### src/rtl/tmvp_pkg.sv
// Shared sizing, state encoding and coefficient reduction for the TMVP result packer.
// The input width leaves room for the full accumulation growth of an N-term product.
package tmvp_pkg;
  localparam int N          = 864;
  localparam int DATA_WIDTH = 4;
  localparam int PACK       = 4;
  localparam int FIFO_DEPTH = 16;
  localparam int IN_WIDTH   = 2*DATA_WIDTH + $clog2(N);
  localparam int CNT_W      = $clog2(N);
  localparam int LANE_W     = $clog2(PACK);
  localparam int WORD_W     = PACK*DATA_WIDTH;

  typedef enum logic [1:0] {IDLE, RUN, FLUSH, DONE} state_t;

  // Reduction mod 2^DATA_WIDTH is plain truncation of the accumulator.
  function automatic logic [DATA_WIDTH-1:0] reduce_coef(input logic [IN_WIDTH-1:0] c);
    return DATA_WIDTH'(c);
  endfunction
endpackage

### src/rtl/tmvp_sync_fifo.sv
// Synchronous FIFO; the head entry is visible the cycle after it is written.
// A push into a full FIFO is dropped unless a pop happens in the same cycle.
module tmvp_sync_fifo #(
  parameter int WIDTH = 17,
  parameter int DEPTH = 16
) (
  input  logic             clk,
  input  logic             reset,
  input  logic             push,
  input  logic [WIDTH-1:0] push_dat,
  input  logic             pop,
  input  logic             flush,
  output logic [WIDTH-1:0] pop_dat,
  output logic             full,
  output logic             empty
);
  localparam int AW = $clog2(DEPTH);

  logic [WIDTH-1:0] mem [DEPTH];
  logic [AW-1:0]    wr_ptr;
  logic [AW-1:0]    rd_ptr;
  logic [AW:0]      count;
  logic             do_push;
  logic             do_pop;

  assign empty   = (count == '0);
  assign full    = (count == (AW+1)'(DEPTH));
  assign do_pop  = pop && !empty;
  assign do_push = push && (!full || do_pop);
  // Empty entries read as zero so the stream data is clean outside of valid beats.
  assign pop_dat = empty ? '0 : mem[rd_ptr];

  always_ff @(posedge clk or posedge reset) begin
    if (reset) begin
      wr_ptr <= '0;
      rd_ptr <= '0;
      count  <= '0;
    end else if (flush) begin
      wr_ptr <= '0;
      rd_ptr <= '0;
      count  <= '0;
    end else begin
      if (do_push) wr_ptr <= wr_ptr + AW'(1);
      if (do_pop)  rd_ptr <= rd_ptr + AW'(1);
      count <= count + (AW+1)'(do_push) - (AW+1)'(do_pop);
    end
  end

  always_ff @(posedge clk) begin
    if (do_push && !flush) mem[wr_ptr] <= push_dat;
  end
endmodule

### src/rtl/tmvp_result_packer.sv
// Packs reduced TMVP coefficients PACK per word into a FIFO feeding an AXI-Stream master.
// tvalid follows a push by one cycle; input has no backpressure, words hitting a full FIFO set overflow.
module tmvp_result_packer
  import tmvp_pkg::*;
(
  input  logic                clk,
  input  logic                reset,
  input  logic                start,
  input  logic [IN_WIDTH-1:0] s_tdata,
  input  logic                s_tvalid,
  output logic [WORD_W-1:0]   m_axis_tdata,
  output logic                m_axis_tvalid,
  input  logic                m_axis_tready,
  output logic                m_axis_tlast,
  output logic                busy,
  output logic                done,
  output logic                overflow
);
  state_t            state;
  logic [CNT_W-1:0]  cnt;
  logic [LANE_W-1:0] lane;
  logic [WORD_W-1:0] pack_reg;
  logic [WORD_W-1:0] word;
  logic [WORD_W:0]   fifo_dat;
  logic              accept;
  logic              push;
  logic              pop;
  logic              last_coef;
  logic              fifo_full;
  logic              fifo_empty;

  assign accept        = (state == RUN) && s_tvalid;
  assign last_coef     = (cnt == CNT_W'(N-1));
  assign push          = accept && (lane == LANE_W'(PACK-1));
  assign pop           = m_axis_tvalid && m_axis_tready;
  assign m_axis_tvalid = !fifo_empty;
  assign m_axis_tdata  = fifo_dat[WORD_W-1:0];
  assign m_axis_tlast  = fifo_dat[WORD_W];

  // The completing lane is merged combinationally so the push needs no extra cycle.
  always_comb begin
    word = pack_reg;
    word[lane*DATA_WIDTH +: DATA_WIDTH] = reduce_coef(s_tdata);
  end

  tmvp_sync_fifo #(.WIDTH(WORD_W+1), .DEPTH(FIFO_DEPTH)) u_fifo (
    .clk      (clk),
    .reset    (reset),
    .push     (push),
    .push_dat ({last_coef, word}),
    .pop      (pop),
    .flush    (start),
    .pop_dat  (fifo_dat),
    .full     (fifo_full),
    .empty    (fifo_empty)
  );

  always_ff @(posedge clk or posedge reset) begin
    if (reset) begin
      state    <= IDLE;
      cnt      <= '0;
      lane     <= '0;
      pack_reg <= '0;
      busy     <= 1'b0;
      done     <= 1'b0;
      overflow <= 1'b0;
    end else begin
      done <= 1'b0;
      if (push && fifo_full && !pop) overflow <= 1'b1;
      // Counting continues past dropped words so lane alignment and tlast stay correct.
      if (accept) begin
        cnt <= last_coef ? '0 : cnt + CNT_W'(1);
        if (lane == LANE_W'(PACK-1)) begin
          lane     <= '0;
          pack_reg <= '0;
        end else begin
          lane     <= lane + LANE_W'(1);
          pack_reg <= word;
        end
      end
      case (state)
        RUN:     if (accept && last_coef) state <= FLUSH;
        FLUSH: begin
          if (pop && m_axis_tlast) begin
            state <= DONE;
            done  <= 1'b1;
            busy  <= 1'b0;
          end
        end
        DONE:    state <= IDLE;
        default: ;
      endcase
      // Start from any state re-arms the frame; an in-flight frame is aborted silently.
      if (start) begin
        state    <= RUN;
        busy     <= 1'b1;
        done     <= 1'b0;
        cnt      <= '0;
        lane     <= '0;
        pack_reg <= '0;
        overflow <= 1'b0;
      end
    end
  end
endmodule

### config.mk
export PLATFORM = sky130hd
export DESIGN_NAME = tmvp_result_packer
export DESIGN_NICKNAME = d
export VERILOG_FILES = /design/src/rtl/tmvp_pkg.sv /design/src/rtl/tmvp_sync_fifo.sv /design/src/rtl/tmvp_result_packer.sv
export SDC_FILE = /design/constraint.sdc
export NUM_CORES = 1
export LEC_CHECK = 0
export CORE_ASPECT_RATIO = 0.75
export CORE_MARGIN = 1
export CORE_UTILIZATION = 55
export CTS_BUF_LIST = sky130_fd_sc_hd__clkbuf_4
export CTS_CLUSTER_SIZE = 8
export DETAILED_ROUTE_END_ITERATION = 10
export PLACE_DENSITY = 0.8
export SLEW_MARGIN = 20
export SYNTH_ARGS = -nofsm -noshare
export SYNTH_HDL_FRONTEND = slang
export SYNTH_HIERARCHICAL = 1
export SYNTH_SLANG_ARGS = --single-unit
### constraint.sdc
create_clock -name clk -period 4.45 [get_ports clk]
set_input_delay 0.445 -clock clk [delete_from_list [all_inputs] [get_ports clk]]
set_output_delay 0.445 -clock clk [all_outputs]
set_load 0.03 [all_outputs]
==> results of run 1 <==
## worst max-delay path, cell delays in order (launching register included)
cell and delay (ns):
dfrtp_4 0.65, buf_4 0.37, mux4_1 0.60, mux2_2 0.29
o21ai_1 0.13, a21oi_1 0.10, clkdlybuf4s50_1 0.69
## routing by layer
metal / up-vias / track usage [%]
li1: 3158 / -
met1: 3677 / 30.9
met2: 356 / 37.2
met3: 66 / 5.46
met4: 0 / 9.13
met5: - / 0
## area by class of cell
type | instances | area (um2) | area share (%)
flip-flops and latches | 318 | 9330 | 62.4
multi-input cells | 347 | 3620 | 24.2
clock inverters | 23 | 88.8 | 0.594
well taps | 300 | 375 | 2.51
repair buffers | 58 | 548 | 3.66
inverters | 28 | 105 | 0.703
clock buffers | 119 | 893 | 5.97
## kinds of logic after synthesis
family          Yosys count  synth area share [%]
mux                     104                  15.1
compound gates           93                  4.53
xor+xnor                 15                 0.995
fa+ha+maj                17                  1.67
buf+inv                  66                  2.42
simple gates            118                  4.68
flops                   318                  70.6
## stage by stage
step	power (mW)	cell area (um2)	cells	util (%)
floorplan	4.54	13200	731	-
global placement	4.96	13900	1050	59.8
CTS	7.35	14900	1193	64.0
detailed placement	5.02	13900	1050	59.8
global route	7.60	15000	1193	64.2
finish	7.30	15000	1193	64.2
## how the worst min path moves through the flow
stage	slack, ns	end	start
detailed placement	0.47	busy	busy
CTS	0.46	state[0]	s_tvalid
global placement	0.47	busy	busy
floorplan	0.32	u_fifo/count[0]	reset
finish	0.48	busy	busy
global route	0.49	overflow	reset
## synth_stat cells (3+ instances only)
cell       number
a21o_1          4
a21oi_1        28
a22o_1         13
a2bb2oi_1       4
and3_1         10
buf_2           8
buf_4           4
buf_6           4
clkbuf_1       20
dfrtp_1        46
edfxtp_1      272
ha_1           16
inv_1          26
mux2_2         18
mux2i_1        18
mux4_1         23
mux4_2         45
nand2_1        30
nand3_1        10
nor2_1         33
nor2b_1         8
nor3_1          7
o211ai_1        5
o21ai_0         4
o21ai_1        24
o22ai_1         3
xnor2_1         3
xor2_1         12
## report_power, final
part	leakage [nW]	total (mW)	internal [mW]	switching, mW
clock	0.599	2.33	1.22	1.11
sequential	3.25	3.33	3.25	0.0856
combinational	1.46	1.63	0.741	0.893
total	5.30	7.30	5.21	2.08
## what timing repair did
item	in CTS	in global routing
hold endpoints to repair	1	0
hold buffers	1	0
endpoints found under the setup margin	0	0
==> flow_metrics.env, run 1 <==
export IMPL_outcome="completed"
export IMPL_start_kind="register"
export IMPL_layout_drive_gt1_share_pct=26.9
export IMPL_wl_met3_um=2190
export IMPL_grt_pass1_wl_um=41900
export IMPL_synth_avg_cell_area_um2=18.1
export IMPL_required_ns=4.01
export IMPL_synth_edff_count=272
export IMPL_setup_ws_ns=0.479
export IMPL_rows=48
export IMPL_power_density_mw_per_mm2=488
export IMPL_routed_via_density=6.08
export IMPL_hp_class="reg -> reg"
export IMPL_cts_buffer_depth=3
export IMPL_cts_root_buf="clkbuf_4"
export IMPL_maxCapViolCount=0
export IMPL_final_setup_viol_count=0
export IMPL_drtIter0Drc=653
export IMPL_vdd_drop_max_uv=233
export IMPL_synth_distinct_cells=58
export IMPL_ys_seq_elements=318
export IMPL_final_setup_skew_ns=0.0412
export IMPL_finalWirelength_um=27500
export IMPL_gp_congestion=0.832
export IMPL_io_buffer_count=29
export IMPL_timing_slew_headroom_pct=31.0
export IMPL_synthCells=731
export IMPL_startpoint="u_fifo/rd_ptr[0]"
export IMPL_synth_seq_area_share_pct=70.6
export IMPL_die_w_um=181
export IMPL_first_pass_iters=5
export IMPL_fmax_mhz=252
export IMPL_synth_area_mm2=0.0132
export IMPL_cts_resized_gates=0
export IMPL_fin_nets=871
export IMPL_worst_pin_slew_ns=1.03
export IMPL_die_area_mm2=0.0246
export IMPL_clkTransAtPathRegs_ns=0.07
export IMPL_synth_nets=771
export IMPL_cp_arrival_ns=3.53
export IMPL_endpoint_kind="output pin"
export IMPL_clock_latency_ns=0.68
export IMPL_dpl_hpwl_um=16200
export IMPL_largest_reg_flops=272
export IMPL_yosysTopAreaCell="edfxtp_1"
export IMPL_grt_max_degree=40
export IMPL_path_max_fanout=18
export IMPL_top_layer_used="met4"
export IMPL_worstReg2RegEnd="u_fifo/count[4]"
export IMPL_hold_depth=1
export IMPL_ys_async_sr_fraction_pct=14.5
export IMPL_grt_pass1_vias=7508
export IMPL_dp_slack_ns=0.920
export IMPL_wl_met2_um=13400
export IMPL_fillCellCount=1527
export IMPL_die_y_um=136
export IMPL_areaGrowthSynthToFinish_pct=13.2
export IMPL_final_cell_mix="272 x edfxtp_1, 119 x clkbuf_4, 45 x mux4_2"
export IMPL_r2r_start="u_fifo/count[3]"
export IMPL_remaining_drc_errors=0
export IMPL_cts_inserted_buffers=78
export IMPL_cts_setup_buffers=0
export IMPL_r2r_cells=12
export IMPL_wire_per_inst_um=23.1
export IMPL_io_pins=44
export IMPL_synth_top_area_share_pct=61.8
export IMPL_synth_top_flop_cell="edfxtp_1"
export IMPL_grt_overflow=0
export IMPL_m1WireLength_um=11300
export IMPL_antenna_found_initial=0
export IMPL_slew_viol_final=0
export IMPL_ant_nets=0
export IMPL_final_common_cell="edfxtp_1"
export IMPL_fin_crit_ns=3.97
export IMPL_hold_viol_final=0
export IMPL_finalCritPeriodShare_pct=89.2
export IMPL_whs_ns=0.484
export IMPL_synthTopCellsByArea="edfxtp_1 62%, dfrtp_1 8.7%, mux4_2 7.7%"
export IMPL_start_util_pct=56.7
export IMPL_vias=7257
export IMPL_yosysWarnings=6
export IMPL_setup_tns_ns=0
export IMPL_cts_tree="built"
export IMPL_grt_util_all_layers_pct=23.1
export IMPL_rsz0062_at_grt="no"
export IMPL_rrSetupSlack_ns=0.90
export IMPL_clock_sinks=318
export IMPL_p_leak_nw=5.30
export IMPL_critPathKind="reg -> out"
export IMPL_diodes=0
export IMPL_htreeDepth=3
export IMPL_core_area_mm2=0.0233
export IMPL_crit_end="m_axis_tdata[9]"
Power figures use the tool's default switching activity.
==> run 2: changes to the inputs <==
--- a/config.mk
+++ b/config.mk
@@ -5,13 +5,14 @@
 export SDC_FILE = /design/constraint.sdc
 export NUM_CORES = 1
 export LEC_CHECK = 0
-export CORE_ASPECT_RATIO = 0.75
+export CAP_MARGIN = 10
 export CORE_MARGIN = 1
 export CORE_UTILIZATION = 55
 export CTS_BUF_LIST = sky130_fd_sc_hd__clkbuf_4
 export CTS_CLUSTER_SIZE = 8
 export DETAILED_ROUTE_END_ITERATION = 10
 export PLACE_DENSITY = 0.8
+export SETUP_SLACK_MARGIN = 0.02
 export SLEW_MARGIN = 20
 export SYNTH_ARGS = -nofsm -noshare
 export SYNTH_HDL_FRONTEND = slang
==> run 2 against run 1 <==
Against the previous run: non-clock buffer count increased by 4; highest routed layer unchanged; clock-buffer cell count down 5; maximum frequency fell by 1.1%; flip-flop and latch count stayed put; sequential share of layout area down 0.30 points; utilization down 0.35 points; routed wire length shrank 2.4%; worst setup slack worse by 0.046 ns.
==> flow_metrics.env, run 2 (synthesized netlist as in run 1, its figures left out) <==
export IMPL_outcome="completed"
export IMPL_utilization_pct=63.8
export IMPL_rsz0062_at_grt="no"
export IMPL_clock_sinks=318
export IMPL_grt_pass1_vias=7429
export IMPL_rows=56
export IMPL_setup_ws_ns=0.434
export IMPL_path_cells="buf_4, mux4_1, mux2_2, o21ai_1, a21oi_1, clkdlybuf4s50_1"
export IMPL_finalCritPeriodShare_pct=90.3
export IMPL_hp_class="in -> async"
export IMPL_regArea_mm2=0.00933
export IMPL_timing_slew_headroom_pct=24.2
export IMPL_start_util_pct=56.1
export IMPL_io_buffer_count=29
export IMPL_grt_pass1_wl_um=40400
export IMPL_first_pass_iters=5
export IMPL_final_common_cell="edfxtp_1"
export IMPL_maxCapViolCount=0
export IMPL_crit_path_max_incr_delay_ns=0.77
export IMPL_die_y_um=157
export IMPL_routed_via_density=5.90
export IMPL_path_max_fanout=26
export IMPL_core_area_mm2=0.0235
export IMPL_endpoint_kind="output pin"
export IMPL_final_setup_viol_count=0
export IMPL_finalWirelength_um=26900
export IMPL_start_kind="register"
export IMPL_fin_crit_ns=4.02
export IMPL_die_area_mm2=0.0246
export IMPL_ant_nets=0
export IMPL_cp_arrival_ns=3.57
export IMPL_final_setup_skew_ns=0.0219
export IMPL_worst_pin_slew_ns=1.14
export IMPL_dpl_hpwl_um=16100
export IMPL_cts_inserted_buffers=78
export IMPL_cts_root_buf="clkbuf_4"
export IMPL_fin_nets=875
export IMPL_areaGrowthSynthToFinish_pct=13.8
export IMPL_antenna_found_initial=2
export IMPL_largest_reg_flops=272
export IMPL_p_comb_share_pct=22.0
export IMPL_die_w_um=157
export IMPL_p_seq_share_pct=45.3
export IMPL_final_cell_mix="272 x edfxtp_1, 114 x clkbuf_4, 45 x mux4_2"
export IMPL_dp_cells=1074
export IMPL_dp_slack_ns=1.09
export IMPL_critPathSlowestCell="dfrtp_4"
export IMPL_vias=7181
export IMPL_critPathKind="reg -> out"
export IMPL_fin_cells=1218
export IMPL_p_sw_share_pct=28.0
export IMPL_design_area_mm2=0.0150
export IMPL_layout_drive_gt1_share_pct=27.5
export IMPL_crit_buf_inv=2
export IMPL_slew_viol_final=0
export IMPL_grt_util_all_layers_pct=22.8
export IMPL_p_leak_nw=5.33
export IMPL_cts_tree="built"
export IMPL_htreeDepth=3
export IMPL_clkTransAtPathRegs_ns=0.06
export IMPL_remaining_drc_errors=0
export IMPL_place_area_mm2=0.0140
export IMPL_grt_overflow=0
export IMPL_p_sw_mw=2.06
export IMPL_cts_buffer_depth=3
export IMPL_required_ns=4.01
export IMPL_cp_top_family="buffers and inverters"
export IMPL_grt_max_degree=40
export IMPL_cts_resized_gates=0
export IMPL_cts_setup_buffers=0
export IMPL_ctsHoldBuffers=0
export IMPL_clkPwrFrac_pct=32.7
export IMPL_whs_ns=0.165
export IMPL_setup_tns_ns=0
export IMPL_multiInputGateArea_mm2=0.00363
export IMPL_io_pins=44
export IMPL_vdd_drop_max_uv=429
export IMPL_hold_viol_final=0
export IMPL_wire_per_inst_um=22.1
export IMPL_total_power_mw=7.35
export IMPL_fillCellCount=1640
export IMPL_intPower_mw=5.29
export IMPL_power_density_mw_per_mm2=489
export IMPL_clock_latency_ns=0.67
export IMPL_fmax_mhz=249
export IMPL_gp_congestion=0.826
export IMPL_drtIter0Drc=688
run 2: changes by cell type in the layout (fill, tap and decap cells not counted), moves of 4 or more:
cell      delta
nor2_2       +8
clkbuf_4     -5
nor2_1       -8
buf_4        +7
clkinv_1     +4
run 2: worst paths after layout:
check | startpoint | endpoint | slack, ns | cells past startpoint
max | u_fifo/rd_ptr[0] | m_axis_tdata[12] | 0.43 | 6
min | reset | u_fifo/count[2] | 0.17 | 2
max reg2reg | u_fifo/count[3] | u_fifo/count[4] | 1.16 | 12
min reg2reg | busy | busy | 0.48 | 1
max in group asynchronous | reset | u_fifo/rd_ptr[0] | 3.88 | 2
min in group clk | busy | busy | 0.48 | 1
run 2: layer usage:
metal / GRT usage [%] / up-vias / wire [um]
met3: 5.40 / 44 / 1830
met1: 29.7 / 3668 / 10900
met5: 0 / - / 0
met2: 37.0 / 308 / 13700
li1: - / 3161 / -
met4: 9.29 / 0 / 503
run 2: power groups by stage:
| stage | clock network [mW] | registers, mW | logic, mW |
|---|---|---|---|
| 2_1_floorplan | 0 | 3.33 | 1.21 |
| 3_3_place_gp | 0 | 3.39 | 1.58 |
| 3_5_place_dp | 0 | 3.39 | 1.62 |
| 4_1_cts | 2.45 | 3.33 | 1.63 |
| 5_1_grt | 2.60 | 3.33 | 1.73 |
| 6_report | 2.40 | 3.33 | 1.62 |
run 2: cell type report:
cell class / count / area share [%]
Sequential cell: 318 / 62.1
Clock inverter: 28 / 1.07
Clock buffer: 114 / 5.70
Antenna cell: 2 / 0.0333
Multi-Input combinational cell: 347 / 24.1
Timing Repair Buffer: 62 / 3.66
Inverter: 28 / 0.699
Tap cell: 319 / 2.66
